File: config.mk
export PLATFORM = sky130hd
export DESIGN_NAME = dac_xy_ser_flat
export DESIGN_NICKNAME = d
export VERILOG_FILES = /design/src/rtl/dac_xy_ser_pkg.sv /design/src/rtl/dac_xy_ser_if.sv /design/src/rtl/dac_xy_tick.sv /design/src/rtl/dac_xy_ser.sv /design/src/flat_wrapper.sv
export SDC_FILE = /design/constraint.sdc
export NUM_CORES = 1
export LEC_CHECK = 0
export ABC_AREA = 1
export CAP_MARGIN = 30
export CORE_UTILIZATION = 60
export CTS_BUF_LIST = sky130_fd_sc_hd__clkbuf_2 sky130_fd_sc_hd__clkbuf_4 sky130_fd_sc_hd__clkbuf_8
export DETAILED_ROUTE_END_ITERATION = 7
export DONT_BUFFER_PORTS = 1
export GPL_ROUTABILITY_DRIVEN = 0
export MAX_ROUTING_LAYER = met4
export PLACE_DENSITY = 0.76
export SYNTH_ARGS = -nofsm -noshare
export SYNTH_HDL_FRONTEND = slang
export SYNTH_SLANG_ARGS = --single-unit
File: constraint.sdc
create_clock -name clk -period 3.7 [get_ports clk]
set_input_delay 0.74 -clock clk [delete_from_list [all_inputs] [get_ports clk]]
set_output_delay 0.74 -clock clk [all_outputs]
set_load 0.05 [all_outputs]
File: src/rtl/dac_xy_ser_pkg.sv
// Shared constants and types for the dac_xy_ser serial DAC driver.
// Optional frame counter: define DAC_XY_SER_FCNT_EN.
package dac_xy_ser_pkg;

   localparam int NBIT    = 12;
   localparam int DIV_DEF = 4;

   // DAC control pins rest high (inactive)
   localparam logic CS_IDLE = 1'b1;
   localparam logic LD_IDLE = 1'b1;

   localparam logic [2:0] S_IDLE  = 3'd0;
   localparam logic [2:0] S_LOAD  = 3'd1;
   localparam logic [2:0] S_SHIFT = 3'd2;
   localparam logic [2:0] S_CSUP  = 3'd3;
   localparam logic [2:0] S_LATCH = 3'd4;
   localparam logic [2:0] S_DONE  = 3'd5;

   typedef enum logic [2:0] {
      IDLE  = S_IDLE,
      LOAD  = S_LOAD,
      SHIFT = S_SHIFT,
      CSUP  = S_CSUP,
      LATCH = S_LATCH,
      DONE  = S_DONE
   } state_t;

   // States whose duration is measured in divider ticks
   function automatic logic timed_state(state_t s);
      return (s == SHIFT) || (s == CSUP) || (s == LATCH);
   endfunction

endpackage

File: src/rtl/dac_xy_ser_if.sv
// Generator-side handshake and DAC pin bundle for dac_xy_ser.
// FCNT is present only with DAC_XY_SER_FCNT_EN defined.
interface dac_xy_ser_if;
   import dac_xy_ser_pkg::*;

   logic            en;
   logic [NBIT-1:0] X;
   logic [NBIT-1:0] Y;
   logic            st;
   logic            busy;
   logic            SCLK;
   logic            CS_X;
   logic            SDI_X;
   logic            LD_X;
   logic            SRI_Y;
   logic            LD_Y;
`ifdef DAC_XY_SER_FCNT_EN
   logic [15:0]     FCNT;

   modport master (output en, X, Y,
                   input  st, busy, SCLK, CS_X, SDI_X, LD_X, SRI_Y, LD_Y, FCNT);
   modport slave  (input  en, X, Y,
                   output st, busy, SCLK, CS_X, SDI_X, LD_X, SRI_Y, LD_Y, FCNT);
`else
   modport master (output en, X, Y,
                   input  st, busy, SCLK, CS_X, SDI_X, LD_X, SRI_Y, LD_Y);
   modport slave  (input  en, X, Y,
                   output st, busy, SCLK, CS_X, SDI_X, LD_X, SRI_Y, LD_Y);
`endif

endinterface

File: src/rtl/dac_xy_tick.sv
// Phase divider: one-clock tick every DIV clocks, held at zero while clr is high.
module dac_xy_tick #(
   parameter int DIV = 4
) (
   input  logic clk,
   input  logic rst,
   input  logic clr,
   output logic tick
);

   logic [7:0] cnt;

   assign tick = !clr && (cnt == 8'(DIV - 1));

   always_ff @(posedge clk) begin
      if (rst || clr || tick) cnt <= '0;
      else                    cnt <= cnt + 8'd1;
   end

endmodule

File: src/rtl/dac_xy_ser.sv
// Serial driver for the DAC8512 (X) / DAC8043 (Y) pair on a shared SCLK.
// Optional 16-bit frame counter output FCNT: define DAC_XY_SER_FCNT_EN.
module dac_xy_ser
   import dac_xy_ser_pkg::*;
#(
   parameter int DIV = DIV_DEF
) (
   input  logic         clk,
   input  logic         rst,
   dac_xy_ser_if.slave  bus
);

   state_t          state, nstate;
   logic [NBIT-1:0] sx, sy;
   logic [3:0]      bitcnt;
   logic            sclk;
   logic            tick;
   logic            div_clr;

   // Every timed-state exit happens on a tick, so the divider is at 0 on entry
   assign div_clr = !timed_state(state);

   dac_xy_tick #(.DIV(DIV)) u_tick (
      .clk  (clk),
      .rst  (rst),
      .clr  (div_clr),
      .tick (tick)
   );

   always_ff @(posedge clk) begin
      if (rst) state <= IDLE;
      else     state <= nstate;
   end

   always_comb begin
      nstate = state;
      case (state)
         IDLE:    if (bus.en) nstate = LOAD;
         LOAD:    nstate = SHIFT;
         SHIFT:   if (tick && sclk && (bitcnt == 4'd0)) nstate = CSUP;
         CSUP:    if (tick) nstate = LATCH;
         LATCH:   if (tick) nstate = DONE;
         DONE:    nstate = IDLE;
         default: nstate = IDLE;
      endcase
   end

   // Falling SCLK advances data, except after bit 0 so lines hold through the latch
   always_ff @(posedge clk) begin
      if (rst) begin
         sx     <= '0;
         sy     <= '0;
         bitcnt <= '0;
         sclk   <= 1'b0;
      end else begin
         case (state)
            LOAD: begin
               sx     <= bus.X;
               sy     <= bus.Y;
               bitcnt <= 4'(NBIT - 1);
               sclk   <= 1'b0;
            end
            SHIFT: if (tick) begin
               sclk <= !sclk;
               if (sclk && (bitcnt != 4'd0)) begin
                  sx     <= sx << 1;
                  sy     <= sy << 1;
                  bitcnt <= bitcnt - 4'd1;
               end
            end
            default: sclk <= 1'b0;
         endcase
      end
   end

   assign bus.SCLK  = sclk;
   assign bus.SDI_X = sx[NBIT-1];
   assign bus.SRI_Y = sy[NBIT-1];
   assign bus.CS_X  = ((state == LOAD) || (state == SHIFT)) ? 1'b0 : CS_IDLE;
   assign bus.LD_X  = (state == LATCH) ? 1'b0 : LD_IDLE;
   assign bus.LD_Y  = (state == LATCH) ? 1'b0 : LD_IDLE;
   assign bus.st    = (state == DONE);
   assign bus.busy  = (state != IDLE);

`ifdef DAC_XY_SER_FCNT_EN
   logic [15:0] fcnt;

   always_ff @(posedge clk) begin
      if (rst)                fcnt <= '0;
      else if (state == DONE) fcnt <= fcnt + 16'd1;
   end

   assign bus.FCNT = fcnt;
`endif

endmodule

File: src/flat_wrapper.sv
// flat-port wrapper written by rule: the top's interface ports become plain ports
module dac_xy_ser_flat import dac_xy_ser_pkg::*;
#(
   parameter int DIV = DIV_DEF
)
  (clk, rst, bus_en, bus_X, bus_Y, bus_st, bus_busy, bus_SCLK, bus_CS_X, bus_SDI_X, bus_LD_X, bus_SRI_Y, bus_LD_Y);
  dac_xy_ser_if bus_i ();
  input  logic clk;
  input  logic rst;
  input wire logic [$bits(bus_i.en)-1:0] bus_en;
  input wire logic [$bits(bus_i.X)-1:0] bus_X;
  input wire logic [$bits(bus_i.Y)-1:0] bus_Y;
  output wire logic [$bits(bus_i.st)-1:0] bus_st;
  output wire logic [$bits(bus_i.busy)-1:0] bus_busy;
  output wire logic [$bits(bus_i.SCLK)-1:0] bus_SCLK;
  output wire logic [$bits(bus_i.CS_X)-1:0] bus_CS_X;
  output wire logic [$bits(bus_i.SDI_X)-1:0] bus_SDI_X;
  output wire logic [$bits(bus_i.LD_X)-1:0] bus_LD_X;
  output wire logic [$bits(bus_i.SRI_Y)-1:0] bus_SRI_Y;
  output wire logic [$bits(bus_i.LD_Y)-1:0] bus_LD_Y;
  assign bus_i.en = bus_en;
  assign bus_i.X = bus_X;
  assign bus_i.Y = bus_Y;
  assign bus_st = bus_i.st;
  assign bus_busy = bus_i.busy;
  assign bus_SCLK = bus_i.SCLK;
  assign bus_CS_X = bus_i.CS_X;
  assign bus_SDI_X = bus_i.SDI_X;
  assign bus_LD_X = bus_i.LD_X;
  assign bus_SRI_Y = bus_i.SRI_Y;
  assign bus_LD_Y = bus_i.LD_Y;
  dac_xy_ser #(.DIV(DIV)) u_core (.clk(clk), .rst(rst), .bus(bus_i));
endmodule
=== Word-level counts from Yosys, hierarchy flattened ===
Index checks and enable logic that the tools add are counted.

* Bits in registers: 40
* Bits in latches: 0
* Memory bits (writable): 0
* Memory bits (read-only): 0
* Bits of input ports: 27
* Output and inout port bits: 8
* Word-level logic and storage cells: 56
* Memories: 0

* $add $sub $neg: 2
* Multiply operators: 0
* Div/mod/pow operators: 0
* $lt $le $gt $ge: 0
* Equal/unequal tests: 12
* Shift-type cells: 0
* Multiplexer cells: 16
* Bitwise operators: 1
* Reductions and logical operators: 19

{| class="wikitable"
|+ Operator list
! operator !! count
|-
| $mux W12 || 4
|-
| $pmux W12 S2 || 2
|-
| $pmux W3 S5 || 1
|-
| $mux W3 || 4
|-
| $add A8 B1 Y8 const B || 1
|-
| $eq A8 B2 Y1 const B || 1
|-
| $mux W4 || 2
|-
| $pmux W4 S2 || 1
|-
| $eq A3 B2 Y1 const B || 2
|-
| $eq A3 B3 Y1 const B || 2
|-
| $ne A2 B1 Y1 const B || 3
|-
| $ne A2 B2 Y1 const B || 3
|-
| $logic_or A1 B1 Y1 || 5
|-
| $logic_and A1 B1 Y1 || 4
|-
| $logic_not A4 Y1 || 1
|-
| $reduce_and A4 Y1 || 1
|-
| $reduce_bool A4 Y1 || 1
|-
| $sub A4 B1 Y4 const B || 1
|-
| $eq A3 B1 Y1 const B || 1
|-
| $logic_not A3 Y1 || 1
|-
| $reduce_and A3 Y1 || 1
|-
| $reduce_bool A3 Y1 || 1
|-
| $logic_not A1 Y1 || 2
|-
| $mux W1 || 2
|-
| other kinds (3) || 3
|}

=== Logic depth before layout (Yosys ltp) ===
* Word-level depth: 8
* Mapped depth: 10
* Gate-level depth less buffers: 9

=== Modules after synthesis ===
A second synthesis with hierarchy kept.

* Cells, all modules: 335
* Area total of the unflattened synthesis: 2117.0 um^2

{| class="wikitable"
|+ By module, submodules not included
! module !! instances !! cells an instance !! area an instance (um^2) !! seq. area each (um^2)
|-
| dac_xy_ser || 1 || 272 || 1684.1 || 640.6
|-
| dac_xy_tick || 1 || 63 || 432.9 || 160.2
|}

=== Worst setup path before layout ===
OpenSTA, ideal clock, no wires.

* Path type: reg2out
* Start: register u_core.state[1]
* End: output bus_st
* Data arrival time: 1.525 ns
* Setup slack: 1.435 ns
* Cell stages (with the launch flop): 3
* Buffers on the path: 1
* Path through: dfxtp_1 > buf_4 > nor3_1

* Word-level cells in the longest chain between the ends: 1

{| class="wikitable"
|+ Ends and longest elaborated chain
! what !! line !! source
|-
| start, declared || dac_xy_ser.sv:13 || <nowiki>state_t state, nstate;</nowiki>
|-
| start signal, assigned || dac_xy_ser.sv:32 || <nowiki>else state <= nstate;</nowiki>
|-
| $eq A3 B3 Y1 || dac_xy_ser.sv:82 || <nowiki>assign bus.st = (state == DONE);</nowiki>
|-
| end, declared || flat_wrapper.sv:13 || <nowiki>output wire logic [$bits(bus_i.st)-1:0] bus_st;</nowiki>
|}

Every way passes these cells.

=== Worst setup path in the final report ===
* Start: register u_core.state[0]
* End: output bus_CS_X

* Word-level cells in the longest chain between the ends: 3
* Elaborated cells on any way between the ends: 4

{| class="wikitable"
|+ Ends and longest elaborated chain
! what !! line !! source
|-
| $eq A3 B1 Y1 or $eq A3 B2 Y1 (tied branches) || dac_xy_ser.sv:79 || <nowiki>assign bus.CS_X = ((state == LOAD) || (state == SHIFT)) ? 1'b0 : CS_IDLE;</nowiki>
|-
| $logic_or A1 B1 Y1 * || dac_xy_ser.sv:79 ||
|-
| $mux W1 * || dac_xy_ser.sv:79 ||
|-
| end, declared || flat_wrapper.sv:16 || <nowiki>output wire logic [$bits(bus_i.CS_X)-1:0] bus_CS_X;</nowiki>
|}

Mark *: on every way between the ends. The rest lies on a longest branch, timed or not.

==> reports/summary.txt <==
# fillers -> 304
Reg-to-Reg End -> u_core.sy[9]
clk slew on worst S/H paths -> 0.12 ns
Hold Path Class -> flip-flop to flip-flop
Max VDD drop -> 0.6890 mV
total of max-cap violations -> 0
CTS Root Cell -> clkbuf_4
Power per Cell Area -> 854.4 mW/mm²
Setup WS post-layout -> 1.161 ns
synthesized flop and latch total -> 40
cell accounting for the most synthesized area -> dfxtp_1
RSZ-0062 raised after global routing -> false
placed cell count -> 346
clock latency reported for the late side of the worst-skew pair -> 0.33 ns
Vias/cell -> 4.791
Place WS -> 1.320 ns
Mapped Avg Cell Area -> 6.512 µm²
PortBufs -> 0
GRT overflow -> 0
CTS tree -> built
Layout Cells excl Fill -> 354
drt total wl -> 3.565 mm
Fin. Hold Viols -> 0
Ant. Diodes -> 0
Worst-Margin Slew -> 0.9690 ns
via count -> 1,696
Slew HR -> 35.24%
fin crit share -> 68.63%
minimum clock period -> 2.539 ns
dpl hpwl -> 2.488 mm
FF+latch area -> 800.8 µm²
final setup fails -> 0
drt pass-1 iters -> 4
layout cells sized above 1 -> 6.774%
Die W -> 60.29 µm
number of hold buffers added after CTS -> 0
Die Area -> 0.003634 mm²
critical path type -> flip-flop to primary output
R2R Path Start -> u_core.state[1]
total clock sinks -> 40
Lkg Pwr -> 1.009 nW
fin nets -> 339
multi-input logic area -> 0.001018 mm²
Final TNS setup -> 0 ns
critical path arrival -> 1.80 ns
Initial Util -> 65.16%
initial antenna violation count -> 0
Yosys top cell area share -> 39.29%
syn nets -> 343
synth top area cells -> dfxtp_1, nand2_1, nor2_1, inv_1, o21ai_0
hold slack -> 0.4552 ns
post-synth cell types -> 29
vias in the first global route -> 1,381
crit path capture type -> primary output
WHS Endpoint -> u_core.u_tick.cnt[0]
initial drt markers -> 85
row count -> 20
sequential share of the synthesized area -> 39.29%
Reg2Reg Setup Slack -> 1.34 ns
Post-Syn Area -> 0.002038 mm²
Required @ worst endpoint -> 2.96 ns
WL/cell -> 10.07 µm
Layout area overhead -> 2.640%
maximum clock rate -> 0.3938 GHz
Slowest-stage cell, CP -> dfxtp_1
hold_sp -> u_core.u_tick.cnt[0]
Num CTS Buffers -> 5
H-tree depth -> 2
GRT Util Overall -> 21.85%
num ports -> 35
WHS Path Cells -> 1
CTS resizes -> 0
yosys warns -> 0
Area after DPL -> 0.002031 mm²
Max FO, Critical Path -> 45
Slowest Stage Delay on Critical Path -> 0.43 ns
setup bufs post-CTS -> 0
first-pass GRT wire length -> 5.830 mm
outcome -> finished, final reports clean
Pins Over Slew Limit -> 0
Critical Path, Cell by Cell -> inv_2 -> nand3_4 -> nand2_1 -> inv_1
core box area -> 0.003128 mm²
Final Instance Area -> 0.002092 mm²
Final ANT Viol Nets -> 0
cells on worst reg2reg path -> 5
largest net degree at the start of global routing -> 50
critical path launch point type -> flip-flop
# DRC -> 0
cells after synthesis -> 313
Fin Clk Skew -> 0.01028 ns
die span in y -> 60.29 µm
Max Root-Sink Buffers -> 2
-- critical path: cells and delay by family (launching register included) --
| family | cells | cell delay [ns] |
|---|---|---|
| flip-flops | 1 | 0.43 |
| buffers and inverters | 2 | 0.49 |
| AND/OR/NAND/NOR | 2 | 0.54 |
-- how the worst max path moves through the flow --
stage | startpoint | endpoint | slack (ns) | cells after the start
after floorplan | u_core.state[1] | bus_st | 1.44 | 2
after global placement | u_core.state[1] | u_core.sy[6] | 1.38 | 5
after detailed placement | u_core.state[1] | u_core.sy[9] | 1.32 | 5
after CTS | u_core.state[0] | bus_CS_X | 1.13 | 4
after global routing | u_core.state[0] | bus_CS_X | 0.97 | 4
final | u_core.state[0] | bus_CS_X | 1.16 | 4
-- cell usage after synthesis (all sizes together) --
cell type	instances
and3	1
nor3	2
inv	36
ha	3
buf	9
dfxtp	40
clkinv	1
o211ai	1
nand4	5
nand2	93
nor3b	3
a21oi	12
a31oi	1
nand3	13
nor2	61
xor2	3
o21ai	24
clkbuf	4
xnor2	1
-- layout by cell type, fill, tap and decap left out --
master and n:
a21oi_1 10, a21oi_2 2, a31oi_1 1, and3_1 1
buf_4 2, clkbuf_4 5, clkbuf_8 1, clkinv_1 1
clkinv_2 2, dfxtp_1 40, ha_1 3, inv_1 32
inv_2 3, inv_4 1, nand2_1 92, nand2_2 1
nand3_1 11, nand3_2 1, nand3_4 1, nand4_1 5
nor2_1 60, nor2_4 1, nor3_1 2, nor3b_1 3
o211ai_1 1, o21ai_0 23, o21ai_2 1, xnor2_1 1
xor2_1 3
-- routing by layer --
layer | global-route usage (%) | vias to the layer above | part of all wire (%)
met5 | - | - | 0
met2 | 33.59 | 23 | 44
li1 | - | 956 | -
met1 | 28.76 | 717 | 51
met4 | 5.980 | 0 | 0
met3 | 4.762 | 0 | 4.2
-- cells by family after synthesis --
group,after synthesis,share of synthesized area (%)
adders and majority gates,3,1.842
DFF,40,39.29
AOI/OAI and AO/OA,38,10.07
and+or+nand+nor,178,36.34
xor gates and xnor gates,4,1.719
buffers and inverters,50,10.74
-- metrics by stage --
| step | total power, mW | utilization (%) |
|---|---|---|
| finish | 1.787 | 66.88 |
| floorplan | 1.494 | - |
| CTS | 1.802 | 66.88 |
| detailed placement | 1.573 | 64.92 |
| global placement | 1.558 | 64.92 |
| global route | 1.980 | 66.88 |
-- state kept, by name (all words and copies together), names as in the netlist --
signal             cells
u_core.bus.SCLK        1
u_core.state           3
u_core.sy             12
u_core.u_tick.cnt      8
u_core.bitcnt          4
u_core.sx             12
-- area by class of cell --
| cell class | instances | share of cell area, % |
|---|---|---|
| Sequential cell | 40 | 38.28 |
| Tap cell | 44 | 2.632 |
| Inverter | 37 | 6.758 |
| Multi-Input combinational cell | 223 | 48.68 |
| Clock buffer | 6 | 2.452 |
| Clock inverter | 2 | 0.4785 |
| Timing Repair Buffer | 2 | 0.7177 |
-- report_power, final --
group	switching (mW)	total [mW]	internal, mW
Combinational	0.604	0.876	0.272
Clock	0.136	0.227	0.0906
Sequential	0.0899	0.684	0.594
Total	0.830	1.79	0.957
Note: power is estimated with default switching activity, not from simulation.
